**src/rtl/layer4_result_mem_ctrl_pkg.sv**
```systemverilog
// Shared types and constants for the layer-4 result buffer sequencer.
package layer4_result_mem_ctrl_pkg;

  localparam int L4_ADDR_W = 16;
  localparam int L5_WIDTH  = 8;

  typedef enum logic [1:0] {
    ST_IDLE  = 2'd0,
    ST_WRITE = 2'd1,
    ST_READ  = 2'd2,
    ST_DONE  = 2'd3
  } state_e;

endpackage

```
**src/rtl/layer4_raster_cnt.sv**
```systemverilog
// Row/column raster counter: synchronous clear, advance, wrap at WIDTH-1,
// and a flag marking the last cell of the WIDTH x WIDTH frame.
module layer4_raster_cnt #(
  parameter int WIDTH = 8,
  parameter int CNT_W = 16
) (
  input  logic             clk,
  input  logic             rst,
  input  logic             clr_i,
  input  logic             adv_i,
  output logic [CNT_W-1:0] row_o,
  output logic [CNT_W-1:0] col_o,
  output logic             last_o
);

  localparam logic [CNT_W-1:0] LAST_IDX = CNT_W'(WIDTH - 1);
  localparam logic [CNT_W-1:0] ONE      = CNT_W'(1);

  logic [CNT_W-1:0] row_q, row_d;
  logic [CNT_W-1:0] col_q, col_d;
  logic             col_last_s;
  logic             row_last_s;

  always_comb begin
    col_last_s = (col_q == LAST_IDX);
    row_last_s = (row_q == LAST_IDX);
    row_d      = row_q;
    col_d      = col_q;
    if (clr_i) begin
      row_d = '0;
      col_d = '0;
    end else if (adv_i) begin
      // Row also wraps so the final transfer leaves the counter at (0,0).
      if (col_last_s) begin
        col_d = '0;
        row_d = row_last_s ? '0 : (row_q + ONE);
      end else begin
        col_d = col_q + ONE;
      end
    end else begin
      row_d = row_q;
      col_d = col_q;
    end
  end

  always_ff @(posedge clk or posedge rst) begin
    if (rst) begin
      row_q <= '0;
      col_q <= '0;
    end else begin
      row_q <= row_d;
      col_q <= col_d;
    end
  end

  assign row_o  = row_q;
  assign col_o  = col_q;
  assign last_o = col_last_s & row_last_s;

endmodule

```
**src/rtl/layer4_result_mem_ctrl.sv**
```systemverilog
// Layer-4 result buffer sequencer: raster write phase, then raster replay to layer 5.
// Optional LAYER4_CTRL_ERR_EN adds a sticky error flag for dropped words / stray starts.
module layer4_result_mem_ctrl
  import layer4_result_mem_ctrl_pkg::*;
#(
  parameter int WIDTH  = L5_WIDTH,
  parameter int ADDR_W = L4_ADDR_W
) (
  input  logic              clk,
  input  logic              rst,
  input  logic              start,
  input  logic              wr_valid,
  output logic              wr_ready,
  output logic              save_enable,
  output logic [ADDR_W-1:0] save_row_addr,
  output logic [ADDR_W-1:0] save_col_addr,
  output logic              rd_valid,
  input  logic              rd_ready,
  output logic              layer4_result_read_signal,
  output logic [ADDR_W-1:0] read_row_addr,
  output logic [ADDR_W-1:0] read_col_addr,
  output logic              busy,
`ifdef LAYER4_CTRL_ERR_EN
  output logic              err_sticky,
`endif
  output logic              frame_done
);

  state_e            state_q, state_d;
  logic              cnt_clr_s;
  logic              cnt_adv_s;
  logic [ADDR_W-1:0] row_s;
  logic [ADDR_W-1:0] col_s;
  logic              last_s;

  // Write and read phases never overlap, so a single counter serves both.
  layer4_raster_cnt #(
    .WIDTH (WIDTH),
    .CNT_W (ADDR_W)
  ) u_cnt (
    .clk    (clk),
    .rst    (rst),
    .clr_i  (cnt_clr_s),
    .adv_i  (cnt_adv_s),
    .row_o  (row_s),
    .col_o  (col_s),
    .last_o (last_s)
  );

  always_comb begin
    state_d                   = state_q;
    cnt_clr_s                 = 1'b0;
    cnt_adv_s                 = 1'b0;
    wr_ready                  = 1'b0;
    save_enable               = 1'b0;
    save_row_addr             = '0;
    save_col_addr             = '0;
    rd_valid                  = 1'b0;
    layer4_result_read_signal = 1'b0;
    read_row_addr             = '0;
    read_col_addr             = '0;
    busy                      = (state_q != ST_IDLE);
    frame_done                = 1'b0;
    case (state_q)
      ST_IDLE: begin
        cnt_clr_s = 1'b1;
        if (start) begin
          state_d = ST_WRITE;
        end else begin
          state_d = ST_IDLE;
        end
      end
      ST_WRITE: begin
        wr_ready      = 1'b1;
        save_enable   = wr_valid;
        save_row_addr = row_s;
        save_col_addr = col_s;
        cnt_adv_s     = wr_valid;
        if (wr_valid && last_s) begin
          state_d = ST_READ;
        end else begin
          state_d = ST_WRITE;
        end
      end
      ST_READ: begin
        rd_valid                  = 1'b1;
        layer4_result_read_signal = 1'b1;
        read_row_addr             = row_s;
        read_col_addr             = col_s;
        cnt_adv_s                 = rd_ready;
        if (rd_ready && last_s) begin
          state_d = ST_DONE;
        end else begin
          state_d = ST_READ;
        end
      end
      ST_DONE: begin
        frame_done = 1'b1;
        state_d    = ST_IDLE;
      end
      default: begin
        state_d = ST_IDLE;
      end
    endcase
  end

  always_ff @(posedge clk or posedge rst) begin
    if (rst) begin
      state_q <= ST_IDLE;
    end else begin
      state_q <= state_d;
    end
  end

`ifdef LAYER4_CTRL_ERR_EN
  logic err_q, err_d;

  always_comb begin
    err_d = err_q
          | (wr_valid && (state_q != ST_WRITE))
          | (start && (state_q != ST_IDLE));
  end

  always_ff @(posedge clk or posedge rst) begin
    if (rst) begin
      err_q <= 1'b0;
    end else begin
      err_q <= err_d;
    end
  end

  assign err_sticky = err_q;
`endif

endmodule

```
**config.mk**
```make
export PLATFORM = sky130hd
export DESIGN_NAME = layer4_result_mem_ctrl
export DESIGN_NICKNAME = d
export VERILOG_FILES = /design/src/rtl/layer4_result_mem_ctrl_pkg.sv /design/src/rtl/layer4_raster_cnt.sv /design/src/rtl/layer4_result_mem_ctrl.sv
export SDC_FILE = /design/constraint.sdc
export NUM_CORES = 1
export LEC_CHECK = 0
export BUFFER_PORTS_ARGS = -buffer_cell sky130_fd_sc_hd__buf_4
export CAP_MARGIN = 5
export CORE_MARGIN = 5
export CORE_UTILIZATION = 30
export CTS_BUF_LIST = sky130_fd_sc_hd__clkbuf_4 sky130_fd_sc_hd__clkbuf_8 sky130_fd_sc_hd__clkbuf_16
export CTS_CLUSTER_SIZE = 25
export DETAILED_ROUTE_END_ITERATION = 6
export HOLD_SLACK_MARGIN = 0.06
export PLACE_DENSITY_LB_ADDON = 0.1
export SLEW_MARGIN = 10
export SYNTH_ARGS = -nofsm -noshare
export SYNTH_HDL_FRONTEND = slang
export SYNTH_HIERARCHICAL = 1
export SYNTH_SLANG_ARGS = --single-unit
```
**constraint.sdc**
```tcl
create_clock -name clk -period 6.1 [get_ports clk]
set_input_delay 1.22 -clock clk [delete_from_list [all_inputs] [get_ports clk]]
set_output_delay 1.22 -clock clk [all_outputs]
set_load 0.02 [all_outputs]
```
Yosys cells after proc, flatten, opt, wreduce, memory -nomap -nowiden
Cells that the tools add are included.
{"block": "totals", "elab_cells": 39, "regBits": 34, "output_inout_bits": 70, "inputBits": 5}
{"block": "op_classes", "mux": 21, "reduce_logical": 7, "n_eq_ne": 5, "bitwise_logic": 1, "add_sub_neg": 2}
{"op": "$mux 16", "n": 11}
{"op": "$add 16x1->16 const B", "n": 2}
{"op": "$eq 16x3->1 const B", "n": 2}
{"op": "$pmux 2 s4", "n": 1}
{"op": "$mux 1", "n": 7}
{"op": "$reduce_bool 2->1", "n": 3}
{"op": "$eq 2x2->1 const B", "n": 2}
{"op": "$eq 2x1->1 const B", "n": 1}
{"op": "$logic_and 1x1->1", "n": 2}
{"op": "$logic_not 2->1", "n": 1}
{"op": "$mux 2", "n": 1}
{"op": "$pmux 1 s2", "n": 1}
{"op": "$reduce_and 2->1", "n": 1}
{"op": "$and 1x1->1", "n": 1}

Logic depth before layout (Yosys ltp)
{"block": "depth", "word_depth": 5, "depth_mapped": 10}

Cells and area by module
Netlist, hierarchy kept.
{"mod": "layer4_raster_cnt", "cells_per_inst": 205, "seq_area_each_um2": 800.8, "area_per_inst_um2": 1883.1, "n_inst": 1}
{"mod": "layer4_result_mem_ctrl", "cells_per_inst": 92, "seq_area_each_um2": 50.0, "area_per_inst_um2": 644.4, "n_inst": 1}

Worst setup path before layout
Ideal clock, no wire load.
{"block": "synth_path", "kind": "input-to-reg", "from": "input port rd_ready", "to": "register u_cnt.row_q[15] (netlist: u_cnt/row_o[15])", "stages": 7, "arrival_ns": 2.742, "setup_ns": 0.128, "slack_ns": 3.231, "n_path_buf": 1, "path_cell_list": "a22oi_1 -> nor2b_1 -> nand4b_1 -> or4_1 -> buf_2 -> nor4b_4 -> mux2_1"}
{"block": "synth_via", "elab_chain_cells": 3}
{"item": "start, declared", "line_no": "layer4_result_mem_ctrl.sv:18", "text": "input logic rd_ready,"}
{"item": "$pmux 1 s2", "line_no": "layer4_result_mem_ctrl.sv:64", "text": "case (state_q)"}
{"item": "named net cnt_adv_s", "line_no": "layer4_result_mem_ctrl.sv:31", "text": "logic cnt_adv_s;"}
{"item": "$reduce_bool 2->1 (no line)"}
{"item": "$reduce_and 2->1 (no line)"}
{"item": "end signal, assigned", "line_no": "layer4_raster_cnt.sv:51", "text": "row_q <= row_d;"}
{"item": "end, declared", "line_no": "layer4_raster_cnt.sv:19", "text": "logic [CNT_W-1:0] row_q, row_d;"}
The timed path passes the listed nets, and every way through them passes these cells.
A chain may end at the register's enable or synchronous reset.

Worst setup path in the final report
{"block": "layout_path", "from": "register state_q[0]", "to": "register u_cnt.row_q[15] (netlist: u_cnt/row_o[15])"}
{"block": "layout_via", "elab_chain_cells": 4}
{"item": "start, declared", "line_no": "layer4_result_mem_ctrl.sv:29", "text": "state_e state_q, state_d;"}
{"item": "start signal, assigned", "line_no": "layer4_result_mem_ctrl.sv:111", "text": "state_q <= state_d;"}
{"item": "$eq 2x2->1 / $eq 2x1->1 (equally long branches)", "line_no": "layer4_result_mem_ctrl.sv:64"}
{"item": "$pmux 1 s2 *", "line_no": "layer4_result_mem_ctrl.sv:64"}
{"item": "named net cnt_adv_s", "line_no": "layer4_result_mem_ctrl.sv:31"}
{"item": "$reduce_bool 2->1 (no line) *"}
{"item": "$reduce_and 2->1 (no line) *"}
The timed path passes the listed nets; every way through them passes the cells marked *.

==> results.py <==
metrics = {
    "clock_network": {
        "cts_buffers": 5,
        "clkSinkCount": 34,
        "h-tree-depth": 2,
        "cts_tree": "built",
        "clk_pin_slew_worst_paths_ps": 70,
        "cts_buffer_depth": 2,
        "clk_latency_ps": 280,
        "cts-root-buf": "clkbuf_8",
        "post_cts.repair.setup_buffers": 0,
        "ctsHoldBuffers": 0,
        "post_cts_resized": 0,
    },
    "placement": {
        "placement.io_buffers": 74,
        "dpl.hpwl_um": 4946,
        "gp_routability_congestion": 0.7262,
        "dp_cells": 460,
        "place_area_um2": 3151,
    },
    "routing": {
        "wire_per_inst_um": 15.11,
        "drt_iter0_markers": 234,
        "dr.pass1.iters": 4,
        "viasPerCell": 5.017,
        "drt_wl_total_um": 7070,
        "route.vias.total": 2348,
        "drc": 0,
        "final_antenna_net_count": 0,
    },
    "sta": {
        "clock_skew_ps": 6.455,
        "tightest_slew_ps": 970.6,
        "hold_viol": 0,
        "finalSetupViolCount": 0,
        "period_share": 0.6518,
        "slew_violations": 0,
        "max_slew_margin": 0.3529,
        "finalSetupTns_ps": 0,
        "rsz0062_at_grt": "no",
        "period_needed_ps": 3976,
        "max_freq_mhz": 251.5,
    },
    "flow_run": {
        "maxCapViolCount": 0,
    },
    "logic_synthesis": {
        "yosys-top-cells-area": "dfrtp_1 (34%), and2_1 (16%), ha_1 (4.0%), o32ai_1 (3.1%), a21oi_1 (3.0%)",
        "avgSynthCellArea_um2": 8.510,
        "synth_edf_count": 0,
        "syn_area_um2": 2527,
        "ys_warn_count": 6,
        "synth_nets": 310,
        "synthFlopType": "dfrtp_1",
        "syn_inst": 297,
        "synth_top_area_cell": "dfrtp_1",
        "yosysSeqAreaShare": 0.3366,
        "netlist.area_leader.share": 0.3366,
        "ys_seq_elements": 34,
        "async_flop_share": 1.000,
        "synthDistinctLibCells": 45,
    },
    "grt": {
        "grt_max_degree": 41,
        "grt_pass1_wl_um": 11700,
        "antenna_found_initial": 0,
        "grt_overflow": 0,
        "grt_usage": 0.1410,
        "grt_pass1_vias": 2260,
    },
    "worst_setup_path": {
        "path_max_fanout": 33,
        "critical_path_required_ps": 6270,
        "critPathKind": "register to register",
        "startpoint_type": "register",
        "crit_chain": "inv_1 > ha_1 > a22oi_1 > nor2b_1 > nand4b_1 > or4_1 > nor4b_4 > mux2_1",
        "crit_path_end_kind": "register",
        "crit_family": "simple AND/OR/NAND/NOR gates",
        "slowest_delay_ps": 790,
        "critPathArrivalTime_ps": 4150,
        "slowest_stage": "or4_1",
        "path_buf_inv": 1,
    },
    "cells_and_area": {
        "post-route-util": 0.3950,
        "fin_area_um2": 3246,
        "final_cell_mix": "buf_4 (76), and2_1 (66), dfrtp_1 (34)",
        "drive_gt1_frac": 0.2590,
        "areaGrowthSynthToFinish_pct": 28.42,
        "final_nets": 375,
        "num_antenna_cells": 0,
        "finalNonFillerCells": 468,
        "multi_input_area_um2": 1545,
        "n_fill_cell": 869,
        "regArea_um2": 850.8,
        "layout_commonest_cell": "buf_4",
    },
    "die": {
        "dieArea_um2": 10360,
        "start_util": 0.3076,
        "rows": 33,
        "fp.dieH_um": 101.8,
        "die_w_um": 101.8,
        "design.core.area_um2": 8217,
        "ios": 75,
    },
    "power_and_ir_drop": {
        "leakage_nw": 1.494,
        "powerDensity_nw_per_um2": 175.5,
        "p_total_w": 0.0005696,
        "peakVddDrop_uv": 83.43,
    },
    "run_status": {
        "outcome": "completed",
    },
    "worst_hold_path": {
        "worstHoldPathType": "register to register",
    },
}
[kinds of logic after synthesis]
family / synth area share
simple gates: 0.4099
compound gates: 0.1119
flops: 0.3366
buf+inv: 0.05198
xor+xnor: 0.04158
fa+ha+maj: 0.03961
mux: 0.008416
[power by group]
part / internal [W] / switching [W]
logic: 0.0000533 / 0.0000624
registers: 0.000241 / 0.0000350
clock network: 0.0000956 / 0.0000823
[state kept, by name (all words and copies together) (netlist names), named ones only]
signal / count
state_q: 1
u_cnt/col_o: 16
u_cnt/row_o: 16
[stage by stage]
stage          hold WS (ps)  worst slack [ps]
6_report              591.8              2124
5_1_grt               634.4              1581
4_1_cts               601.6              2033
3_5_place_dp          584.8              2032
3_3_place_gp          574.0              2206
2_1_floorplan         517.7              3231
[Yosys cell counts (all sizes together), types with 3 or more instances]
master,number
xor2,7
inv,14
nand3b,4
o32ai,9
xnor2,5
and4,3
nor4,6
nor2,16
and2,69
nand2b,6
o21ai,4
ha,8
nand3,12
and3,3
clkbuf,14
a21oi,15
or3,10
buf,4
nor3,4
nand4,10
or4,5
dfrtp,34
nand2,13
[layer usage]
layer | wire (um) | global-route usage | vias to the layer above
li1 | - | - | 1171
met4 | 67 | 0.03374 | 0
met5 | 0 | 0 | -
met2 | 3151 | 0.2148 | 71
met3 | 514 | 0.03168 | 5
met1 | 3337 | 0.2026 | 1101
[worst paths after layout]
check,startpoint,to,slack (ps),depth (start not counted)
hold / removal,state_q[0],register,590,1
max in group asynchronous,rst,u_cnt/row_o[8],4750,3
hold reg to reg,state_q[0],register,590,1
min in group asynchronous,rst,async pin,790,2
setup / recovery,state_q[0],u_cnt/row_o[15],2120,8
setup reg to reg,state_q[0],u_cnt/row_o[15],2120,8
[final cells by class]
cell class,instances,share of cell area
Clock buffer,7,0.02776
Inverter,14,0.01619
Timing Repair Buffer,76,0.1758
Tap cell,105,0.04048
Clock inverter,1,0.001542
Sequential cell,34,0.2621
Multi-Input combinational cell,231,0.4761
[worst reg2reg max path, cell delays in order (launching register included)]
cell	delay (ps)
dfrtp_1	430
inv_1	130
ha_1	750
a22oi_1	200
nor2b_1	580
nand4b_1	270
or4_1	790
nor4b_4	380
mux2_1	340
Power figures use the tool's default switching activity.
